$ cat src/rtl/fpu_op_dispatch.sv
`default_nettype none
// +------------------------------------------------------------------------+
// | Module      : fpu_op_dispatch                                          |
// | Description : FP ALU issue sequencer. Accepts one op, pulses the       |
// |               selected unit's start, waits for its done (with a        |
// |               timeout) and returns the captured result.                |
// | Revision    : 1.0  initial release                                     |
// +------------------------------------------------------------------------+
module fpu_op_dispatch #(
  parameter int unsigned      WIDTH       = 32,
  parameter int unsigned      TIMEOUT     = 64,
  parameter logic [WIDTH-1:0] TIMEOUT_VAL = 32'h7FC00000
) (
  input  logic             clk,
  input  logic             rst_n,
  input  logic             req_valid,
  output logic             req_ready,
  input  logic [1:0]       req_op,
  input  logic [WIDTH-1:0] req_a,
  input  logic [WIDTH-1:0] req_b,
  output logic [3:0]       unit_start,
  output logic [WIDTH-1:0] unit_a,
  output logic [WIDTH-1:0] unit_b,
  input  logic [3:0]       unit_done,
  input  logic [WIDTH-1:0] add_res,
  input  logic [WIDTH-1:0] sub_res,
  input  logic [WIDTH-1:0] mul_res,
  input  logic [WIDTH-1:0] div_res,
  output logic             rsp_valid,
  input  logic             rsp_ready,
  output logic [WIDTH-1:0] rsp_data,
  output logic [1:0]       rsp_op,
  output logic             rsp_timeout
);

  localparam int unsigned          c_cnt_w    = $clog2(TIMEOUT) + 1;
  localparam logic [c_cnt_w-1:0]   c_cnt_last = c_cnt_w'(TIMEOUT - 1);
  localparam logic [c_cnt_w-1:0]   c_cnt_max  = '1;

  typedef enum logic [1:0] {
    S_IDLE   = 2'd0,
    S_LAUNCH = 2'd1,
    S_WAIT   = 2'd2,
    S_RESP   = 2'd3
  } state_t;

  state_t             r_state;
  state_t             w_state_nxt;
  logic [1:0]         r_op;
  logic [c_cnt_w-1:0] r_cnt;
  logic               w_done;
  logic [WIDTH-1:0]   w_sel_res;

  // Only the launched unit's done flag matters; others are ignored.
  always_comb begin
    w_done    = unit_done[r_op];
    w_sel_res = add_res;
    case (r_op)
      2'd0:    w_sel_res = add_res;
      2'd1:    w_sel_res = sub_res;
      2'd2:    w_sel_res = mul_res;
      default: w_sel_res = div_res;
    endcase
  end

  always_comb begin
    w_state_nxt = r_state;
    case (r_state)
      S_IDLE:   if (req_valid) w_state_nxt = S_LAUNCH;
      S_LAUNCH: w_state_nxt = S_WAIT;
      S_WAIT:   if (w_done || (r_cnt == c_cnt_last)) w_state_nxt = S_RESP;
      S_RESP:   if (rsp_ready) w_state_nxt = S_IDLE;
      default:  w_state_nxt = S_IDLE;
    endcase
  end

  always_ff @(posedge clk) begin
    if (!rst_n) begin
      r_state     <= S_IDLE;
      r_op        <= 2'd0;
      r_cnt       <= '0;
      unit_a      <= '0;
      unit_b      <= '0;
      rsp_data    <= '0;
      rsp_timeout <= 1'b0;
    end else begin
      r_state <= w_state_nxt;
      case (r_state)
        S_IDLE: begin
          if (req_valid) begin
            r_op   <= req_op;
            unit_a <= req_a;
            unit_b <= req_b;
          end
        end
        S_LAUNCH: r_cnt <= '0;
        S_WAIT: begin
          // A done in the final wait cycle beats the timeout.
          if (w_done) begin
            rsp_data    <= w_sel_res;
            rsp_timeout <= 1'b0;
          end else if (r_cnt == c_cnt_last) begin
            rsp_data    <= TIMEOUT_VAL;
            rsp_timeout <= 1'b1;
          end else if (r_cnt != c_cnt_max) begin
            r_cnt <= r_cnt + 1'b1;
          end
        end
        default: ;
      endcase
    end
  end

  assign req_ready  = (r_state == S_IDLE) && rst_n;
  assign unit_start = (r_state == S_LAUNCH) ? (4'b0001 << r_op) : 4'b0000;
  assign rsp_valid  = (r_state == S_RESP);
  assign rsp_op     = r_op;

endmodule
`default_nettype wire
$ cat config.mk
export PLATFORM = sky130hd
export DESIGN_NAME = fpu_op_dispatch
export DESIGN_NICKNAME = d
export VERILOG_FILES = /design/src/rtl/fpu_op_dispatch.sv
export SDC_FILE = /design/constraint.sdc
export NUM_CORES = 1
export LEC_CHECK = 0
export ABC_AREA = 1
export CAP_MARGIN = 5
export CORE_ASPECT_RATIO = 0.8
export CORE_MARGIN = 2
export CORE_UTILIZATION = 38
export DETAILED_ROUTE_END_ITERATION = 10
export GPL_TIMING_DRIVEN = 0
export PLACE_DENSITY_LB_ADDON = 0.08
export SLEW_MARGIN = 20
export SYNTH_ARGS = -nofsm -noshare
export SYNTH_HDL_FRONTEND = slang
export SYNTH_SLANG_ARGS = --single-unit
export TNS_END_PERCENT = 5
$ cat constraint.sdc
create_clock -name clk -period 2.1 [get_ports clk]
set_input_delay 0.21 -clock clk [delete_from_list [all_inputs] [get_ports clk]]
set_output_delay 0.21 -clock clk [all_outputs]
set_load 0.02 [all_outputs]
== Word-level counts from Yosys, hierarchy flattened ==
Cells that the tools add are included.
Word-level totals
  register bits: 108
  input bits: 202
  output and inout port bits: 105
  word-level logic and storage cells: 49
Cells by class
  $add $sub $neg: 1
  $lt $le $gt $ge: 1
  eq/ne operators: 13
  shift-type cells: 1
  muxes and demuxes: 16
  reductions and logical operators: 10
Operator list (number)
  $pmux W32 S3: 1
  $mux W32: 2
  $mux W7: 3
  $pmux W7 S2: 1
  $ne A2 B2 Y1 const B: 5
  $pmux W2 S4: 1
  $add A7 B1 Y7 const B: 1
  $eq A7 B6 Y1 const B: 1
  $ne A7 B7 Y1 const B: 1
  $eq A2 B2 Y1 const B: 3
  $mux W2: 3
  $eq A2 B1 Y1 const B: 2
  $logic_not A2 Y1: 2
  $mux W4: 1
  $reduce_and A2 Y1: 2
  $reduce_and A4 Y1: 1
  $reduce_bool A2 Y1: 2
  $shl A1 B2 Y4 const A: 1
  $lt A2 B3 Y1 const B: 1
  $mux W1: 3
  $reduce_and A3 Y1: 1
  $bmux W1 S2: 1
  $ne A2 B1 Y1 const B: 1
  $logic_and A1 B1 Y1: 1
  $logic_or A1 B1 Y1: 1

== Logic depth before layout (Yosys ltp) ==
Gate-level depths: netlist of the first run.
  depth after elaboration: 5
  gate-level depth with buffers: 11
  mapped depth without buffers: 9

== Worst setup path before layout of the first run ==
Ideal clock, no wire load.
  path kind: register to register
  from: register r_state[0]
  to: register unit_a[12]
  library setup time: 0.065 ns
  arrival time: 1.453 ns
  required time: 2.035 ns
  setup slack: 0.582 ns
  stages on the path, launching flop included: 8
  path buffers: 2
  clock period less this slack: 1.518 ns
  path through: dfxtp_1 -> inv_1 -> ha_1 -> nand2_1 -> clkbuf_1 -> clkbuf_1 -> o21ai_0 -> nor2_1
On the way
  longest elaborated chain between the ends: 2
RTL lines
  start, declared: line 47  | state_t r_state;
  start signal, assigned: line 87  | r_state <= w_state_nxt;
  $logic_not A2 Y1: line 88  | case (r_state)
  $reduce_and A2 Y1 (no source line)
  end signal, assigned: line 92  | unit_a <= req_a;
  end, declared: line 22  | output logic [WIDTH-1:0] unit_a,
No other way between the ends.
A chain may end at the register's enable or synchronous reset.

== Worst setup path after layout of the first run ==
  from: register r_state[0]
  to: output port req_ready
On the way
  longest elaborated chain between the ends: 2
RTL lines
  $logic_not A2 Y1: line 114  | assign req_ready = (r_state == S_IDLE) && rst_n;
  $logic_and A1 B1 Y1: line 114
  end, declared: line 17  | output logic req_ready,
No other way between the ends.

==> flow_summary.toml, run 1 <==
[layout]
nets = 1259
area_delta_synth_final_pct = 71.2
post-route-util_pct = 66.9
drive_gt1_share_pct = 7.67
diodes = 0

[worst_setup_path]
crit_slowest_cell = "clkdlybuf4s50_1"
arrival_ns = 1.72
end_kind = "output pin"
crit_buf_inv = 3
critical-path-top-delay-family = "buffers and inverters"
start_kind = "flip-flop"
crit_type = "flip-flop to output pin"
worstPathCellList = "inv_1, ha_1, nand2_1, inv_1, clkdlybuf4s50_1"
critPathMaxFanout = 4
crit_top_cell = "inv_1"
max_stage_delay_ns = 0.60
required_ns = 1.89

[synth]
synth_cells = 735
synth_ff_type = "dfxtp_1"
avgSynthCellArea_um2 = 6.87
ys_seq_area_share_pct = 42.8
yosysWarnings = 0
synth_common_cells = "nand2_1, nor2_1, dfxtp_1"
yosysTopAreaCell = "dfxtp_1"
synthArstFlopShare_pct = 0
synth_top_area_share_pct = 42.8
synth_area_um2 = 5050
syn-num-nets = 943
synth-edff-count = 0
synth_seq_cells = 108
ys_top_cells_by_area = "dfxtp_1, nand2_1, nor2_1"
synth_cell_types = 32
yosysMostFrequentCell = "nand2_1"

[power_and_ir_drop]
p_total_w = 0.00896
p_leak_nw = 3.39
ir_worst_vdd_mv = 0.597
powerDensity_nw_per_um2 = 1040

[global_routing]
met2_usage_pct = 44.3
grt_pass1_wl_um = 28500
gr-max-usage-layer = "met2"
track_usage_pct = 25.5
grt_max_degree = 19
antenna_found_initial = 0
first_global_vias = 5664
met3_usage_pct = 9.46
gr-total-overflow = 0
met1_usage_pct = 29.1

[routing]
drc_errors = 0
ant_nets = 0
wl_um = 17800
avgRoutedWirePerCell_um = 14.4
drt-pass1-iter-count = 4
vias = 5803
viasPerCell = 4.71
drt_iter0_markers = 320

[sta]
post-route-min-period_ns = 1.93
tightest_slew_ns = 0.552
slew_headroom_pct = 63.2
grt_setup_unrepaired = "no"
finalSetupTns_ns = 0
fmax_ghz = 0.519
fin_crit_sh_pct = 91.8
slew_viol_final = 0
hold_violations = 0
skew_ns = 0.00720
setup_violations = 0

[floorplanning]
die-width_um = 133
coreArea_um2 = 12900
die_y_um = 107
start_util_pct = 39.1
num_rows = 37
pin_count = 307
die_area_um2 = 14200

[status]
outcome = "finished clean"

[placement]
io_buffers = 305
routabilityCongestion = 0.884
hpwl_um = 14300

[clocking]
cts.sinks = 108
cts_tree = "yes"
cts_hold_buf = 0
clk_pin_slew_worst_paths_ns = 0.07
cts_setup_buffers = 0
clkLatencyLatePin_ns = 0.35
cts_max_level = 3
cts_buffer_depth = 2
cts.root.buffer_cell = "clkbuf_16"
numCtsBuffers = 9

[run]
max_cap_violations = 0

[hold_path]
hold_path.class = "input pin to flip-flop"
==> cells in the final DEF, fill, tap and decap left out, types with 3 or more instances in the layout <==
| cell | n |
|---|---|
| clkdlybuf4s50_1 | 301 |
| nand2_1 | 199 |
| nor2_1 | 160 |
| dfxtp_1 | 108 |
| o21ai_0 | 73 |
| a21oi_1 | 29 |
| nand3_1 | 24 |
| nand4_1 | 24 |
| clkbuf_1 | 18 |
| buf_2 | 16 |
| inv_1 | 15 |
| nand2_2 | 14 |
| a21oi_2 | 12 |
| clkbuf_16 | 9 |
| ha_1 | 6 |
| nor3_1 | 5 |
| inv_6 | 4 |
| buf_6 | 3 |
| buf_4 | 3 |
| inv_2 | 3 |
| buf_1 | 3 |
| nand2_4 | 3 |
| o21ai_1 | 3 |
| dlygate4sd2_1 | 3 |
==> layer usage <==
metal  part of all wire [%]  up-vias
li1                       -     2996
met1                     41     2601
met3                    7.8       32
met2                     49      174
met4                    2.9        0
met5                      0        -
==> path summary, 6_finish.rpt <==
kind | depth (start not counted) | slack (ns) | from | end
max reg2reg | 7 | 0.22 | r_state[0]$_SDFFE_PN0P_ | unit_a[26]$_SDFFE_PN0P_
max | 5 | 0.17 | r_state[0]$_SDFFE_PN0P_ | req_ready
min reg2reg | 2 | 0.46 | rsp_timeout$_SDFFE_PN0P_ | rsp_timeout$_SDFFE_PN0P_
min | 3 | 0.26 | rst_n | rsp_op[1]$_SDFFE_PN0P_
==> through the flow <==
stage          cells  hold WS [ns]  setup slack [ns]  instance area, um^2
2_1_floorplan    735         0.359             0.582                 5050
3_3_place_gp    1215         0.449            0.0980                 8320
6_report        1231         0.257             0.173                 8640
3_5_place_dp    1215         0.453            0.0842                 8320
4_1_cts         1231         0.255            0.0452                 8640
5_1_grt         1231         0.268            0.0325                 8640
==> cell type report <==
| class | instances | area [um^2] |
|---|---|---|
| sequential | 108 | 2160 |
| inverter | 20 | 82.6 |
| buffer | 45 | 236 |
| clock buffer | 10 | 229 |
| multi-input combinational | 562 | 2570 |
| timing repair buffer | 305 | 3050 |
| tap | 175 | 219 |
| fill | 1165 | 4270 |
| clock inverter | 6 | 93.8 |
==> registers in the layout (all words and copies together), names as in the netlist <==
| register | cells |
|---|---|
| rsp_data | 32 |
| unit_a | 32 |
| unit_b | 32 |
| r_cnt | 7 |
| r_state | 2 |
| rsp_op | 2 |
| rsp_timeout | 1 |
==> what timing repair did <==
item | CTS | global route
endpoints found under the setup margin | 3 | 21
resized for setup | 3 | 5
gates cloned | 0 | 0
endpoints found under the hold margin | 0 | 0
==> logic make-up (layout without fill, tap and decap cells) <==
family | after synthesis | count (layout) | synth area share [%]
buffers and inverters | 65 | 386 | 6.27
flip-flops | 108 | 108 | 42.8
AND/OR/NAND/NOR | 436 | 436 | 36.4
AO/OA/AOI/OAI | 120 | 120 | 13.0
adder cells (fa/ha/maj) | 6 | 6 | 1.49
==> power breakdown <==
part           switching, W  internal [W]  leakage [nW]
clock              0.000792       0.00106         0.154
sequential         0.000244       0.00252         0.887
combinational       0.00247       0.00187          2.35
total               0.00350       0.00545          3.39
==> worst register-to-register path: cells and delay by family (launching register included) <==
| kind | cells | cell delay, ns |
|---|---|---|
| buf+inv | 3 | 0.72 |
| flops | 1 | 0.39 |
| simple gates | 2 | 0.35 |
| fa+ha+maj | 1 | 0.23 |
| compound gates | 1 | 0.14 |
Note: power is estimated with default switching activity, not from simulation.
==> run 2, diff against run 1 <==
--- a/config.mk
+++ b/config.mk
@@ -17,4 +17,3 @@
 export SYNTH_ARGS = -nofsm -noshare
 export SYNTH_HDL_FRONTEND = slang
 export SYNTH_SLANG_ARGS = --single-unit
-export TNS_END_PERCENT = 5
==> results of run 2 <==
Same layout as run 1: the final DEF is identical, and so are final timing and power.
==> run 3, diff against run 2 <==
--- a/config.mk
+++ b/config.mk
@@ -12,6 +12,7 @@
 export CORE_UTILIZATION = 38
 export DETAILED_ROUTE_END_ITERATION = 10
 export GPL_TIMING_DRIVEN = 0
+export MAX_ROUTING_LAYER = met4
 export PLACE_DENSITY_LB_ADDON = 0.08
 export SLEW_MARGIN = 20
 export SYNTH_ARGS = -nofsm -noshare
==> run 3 against run 2 <==
Sequential share of layout area unchanged. Worst setup slack better by 0.0029 ns. Largest cell class unchanged. Die area unchanged. Critical path type unchanged. Fmax is 0.15% higher. Clock power about the same. Cell area unchanged. Flip-flop and latch count unchanged.
==> flow_summary.toml, run 3 (same netlist as run 1, synthesis figures left out) <==
[layout]
drive_gt1_share_pct = 7.67
reg_top3 = "rsp_data (32), unit_a (32), unit_b (32)"
final_common_cell = "clkdlybuf4s50_1"
nets = 1259
final_cell_mix = "clkdlybuf4s50_1, nand2_1, nor2_1"
diodes = 0
post-route-util_pct = 66.9
fill_cells = 1165
area_delta_synth_final_pct = 71.2

[routing]
drc_errors = 0
vias = 5833
drt_iter0_markers = 329
ant_nets = 0
drt-pass1-iter-count = 5
avgRoutedWirePerCell_um = 14.5
wl_um = 17800
viasPerCell = 4.74

[global_routing]
track_usage_pct = 26.2
gr-total-overflow = 0
antenna_found_initial = 0
grt_pass1_wl_um = 28500
grt_max_degree = 19
first_global_vias = 5667

[sta]
post-route-min-period_ns = 1.92
setup_violations = 0
hold_violations = 0
fmax_ghz = 0.520
grt_setup_unrepaired = "no"
skew_ns = 0.00594
finalSetupTns_ns = 0
tightest_slew_ns = 0.548
fin_crit_sh_pct = 91.6
finalWorstSetupSlack_ns = 0.176
slew_headroom_pct = 63.5
slew_viol_final = 0

[worst_setup_path]
critPathMaxFanout = 4
arrival_ns = 1.71
end_kind = "output pin"
crit_cells = 5
start_kind = "flip-flop"
critical-path-top-delay-family = "buffers and inverters"
required_ns = 1.89
crit_buf_inv = 3
reg2reg_depth = 7
crit_type = "flip-flop to output pin"
max_stage_delay_ns = 0.60
worstPathCellList = "inv_1, ha_1, nand2_1, inv_1, clkdlybuf4s50_1"
crit_slowest_cell = "clkdlybuf4s50_1"
crit_top_cell = "inv_1"

[floorplanning]
die_area_um2 = 14200
die_y_um = 107
die-width_um = 133
num_rows = 37
start_util_pct = 39.1
pin_count = 307
coreArea_um2 = 12900

[placement]
routabilityCongestion = 0.899
io_buffers = 305
pre_cts_ws_ns = 0.0842
hpwl_um = 14300

[clocking]
numCtsBuffers = 9
cts_buffer_depth = 2
cts.sinks = 108
clkLatencyLatePin_ns = 0.35
cts.root.buffer_cell = "clkbuf_16"
cts_max_level = 3
clk_pin_slew_worst_paths_ns = 0.07
cts_tree = "yes"

[power_and_ir_drop]
p_int_w = 0.00545
p_leak_nw = 3.39
sequentialPowerShare_pct = 30.9
p_sw_w = 0.00350
p_clk_share_pct = 20.6
powerDensity_nw_per_um2 = 1040
combinationalPowerShare_pct = 48.5
ir_worst_vdd_mv = 0.596
switching_share_pct = 39.1

[hold_path]
hold_path.class = "input pin to flip-flop"
min_path_cells = 3

[status]
outcome = "finished clean"

[run]
max_cap_violations = 0
-- run 3: cell counts in the layout (fill, tap and decap cells not counted) --
No cell type changed its count.
-- run 3: power groups by stage --
| stage | clock network (W) | registers [W] | logic, W |
|---|---|---|---|
| after floorplan | 0 | 0.00332 | 0.00198 |
| after global placement | 0 | 0.00280 | 0.00432 |
| after detailed placement | 0 | 0.00281 | 0.00435 |
| after CTS | 0.00188 | 0.00277 | 0.00436 |
| after global routing | 0.00197 | 0.00283 | 0.00479 |
| final | 0.00185 | 0.00277 | 0.00434 |
-- run 3: layout make-up --
cell class | instances | area [um^2] | area share [%]
Clock inverter | 6 | 93.8 | 1.09
Buffer | 45 | 236 | 2.74
Clock buffer | 10 | 229 | 2.65
Multi-Input combinational cell | 562 | 2570 | 29.7
Timing Repair Buffer | 305 | 3050 | 35.3
Inverter | 20 | 82.6 | 0.955
Tap cell | 175 | 219 | 2.53
Sequential cell | 108 | 2160 | 25.0
-- run 3: path summary, 6_finish.rpt --
check / to / slack, ns / start
worst min register to register: rsp_timeout$_SDFFE_PN0P_ / 0.46 / rsp_timeout$_SDFFE_PN0P_
worst min-delay path: rsp_op[1]$_SDFFE_PN0P_ / 0.26 / rst_n
worst max register to register: unit_a[26]$_SDFFE_PN0P_ / 0.23 / r_state[0]$_SDFFE_PN0P_
worst max-delay path: req_ready / 0.18 / r_state[0]$_SDFFE_PN0P_
-- run 3: worst register-to-register path, delay by kind of cell (launching register included) --
kind,cells,cell delay [ns]
buf+inv,3,0.72
flops,1,0.39
simple gates,2,0.36
fa+ha+maj,1,0.23
compound gates,1,0.13
-- run 3: metrics by stage --
step           cell area, um^2  hold WS [ns]  cells  total power, W
2_1_floorplan             5050         0.359    735         0.00531
6_report                  8640         0.257   1231         0.00896
5_1_grt                   8640         0.268   1231         0.00959
3_5_place_dp              8320         0.453   1215         0.00717
4_1_cts                   8640         0.255   1231         0.00902
3_3_place_gp              8320         0.449   1215         0.00712
-- run 3: layer usage --
metal,global-route usage (%),vias to the layer above,part of all wire [%]
met2,44.3,182,49
li1,-,2995,-
met1,29.7,2622,41
met5,-,-,0
met3,8.37,34,7.3
met4,8.45,0,2.8
-- run 3: timing repair --
| item | CTS | global route |
|---|---|---|
| endpoints found under the setup margin | 3 | 21 |
| resized for setup | 3 | 5 |
| hold buffers | 0 | 0 |
| buffers inserted | 0 | 0 |
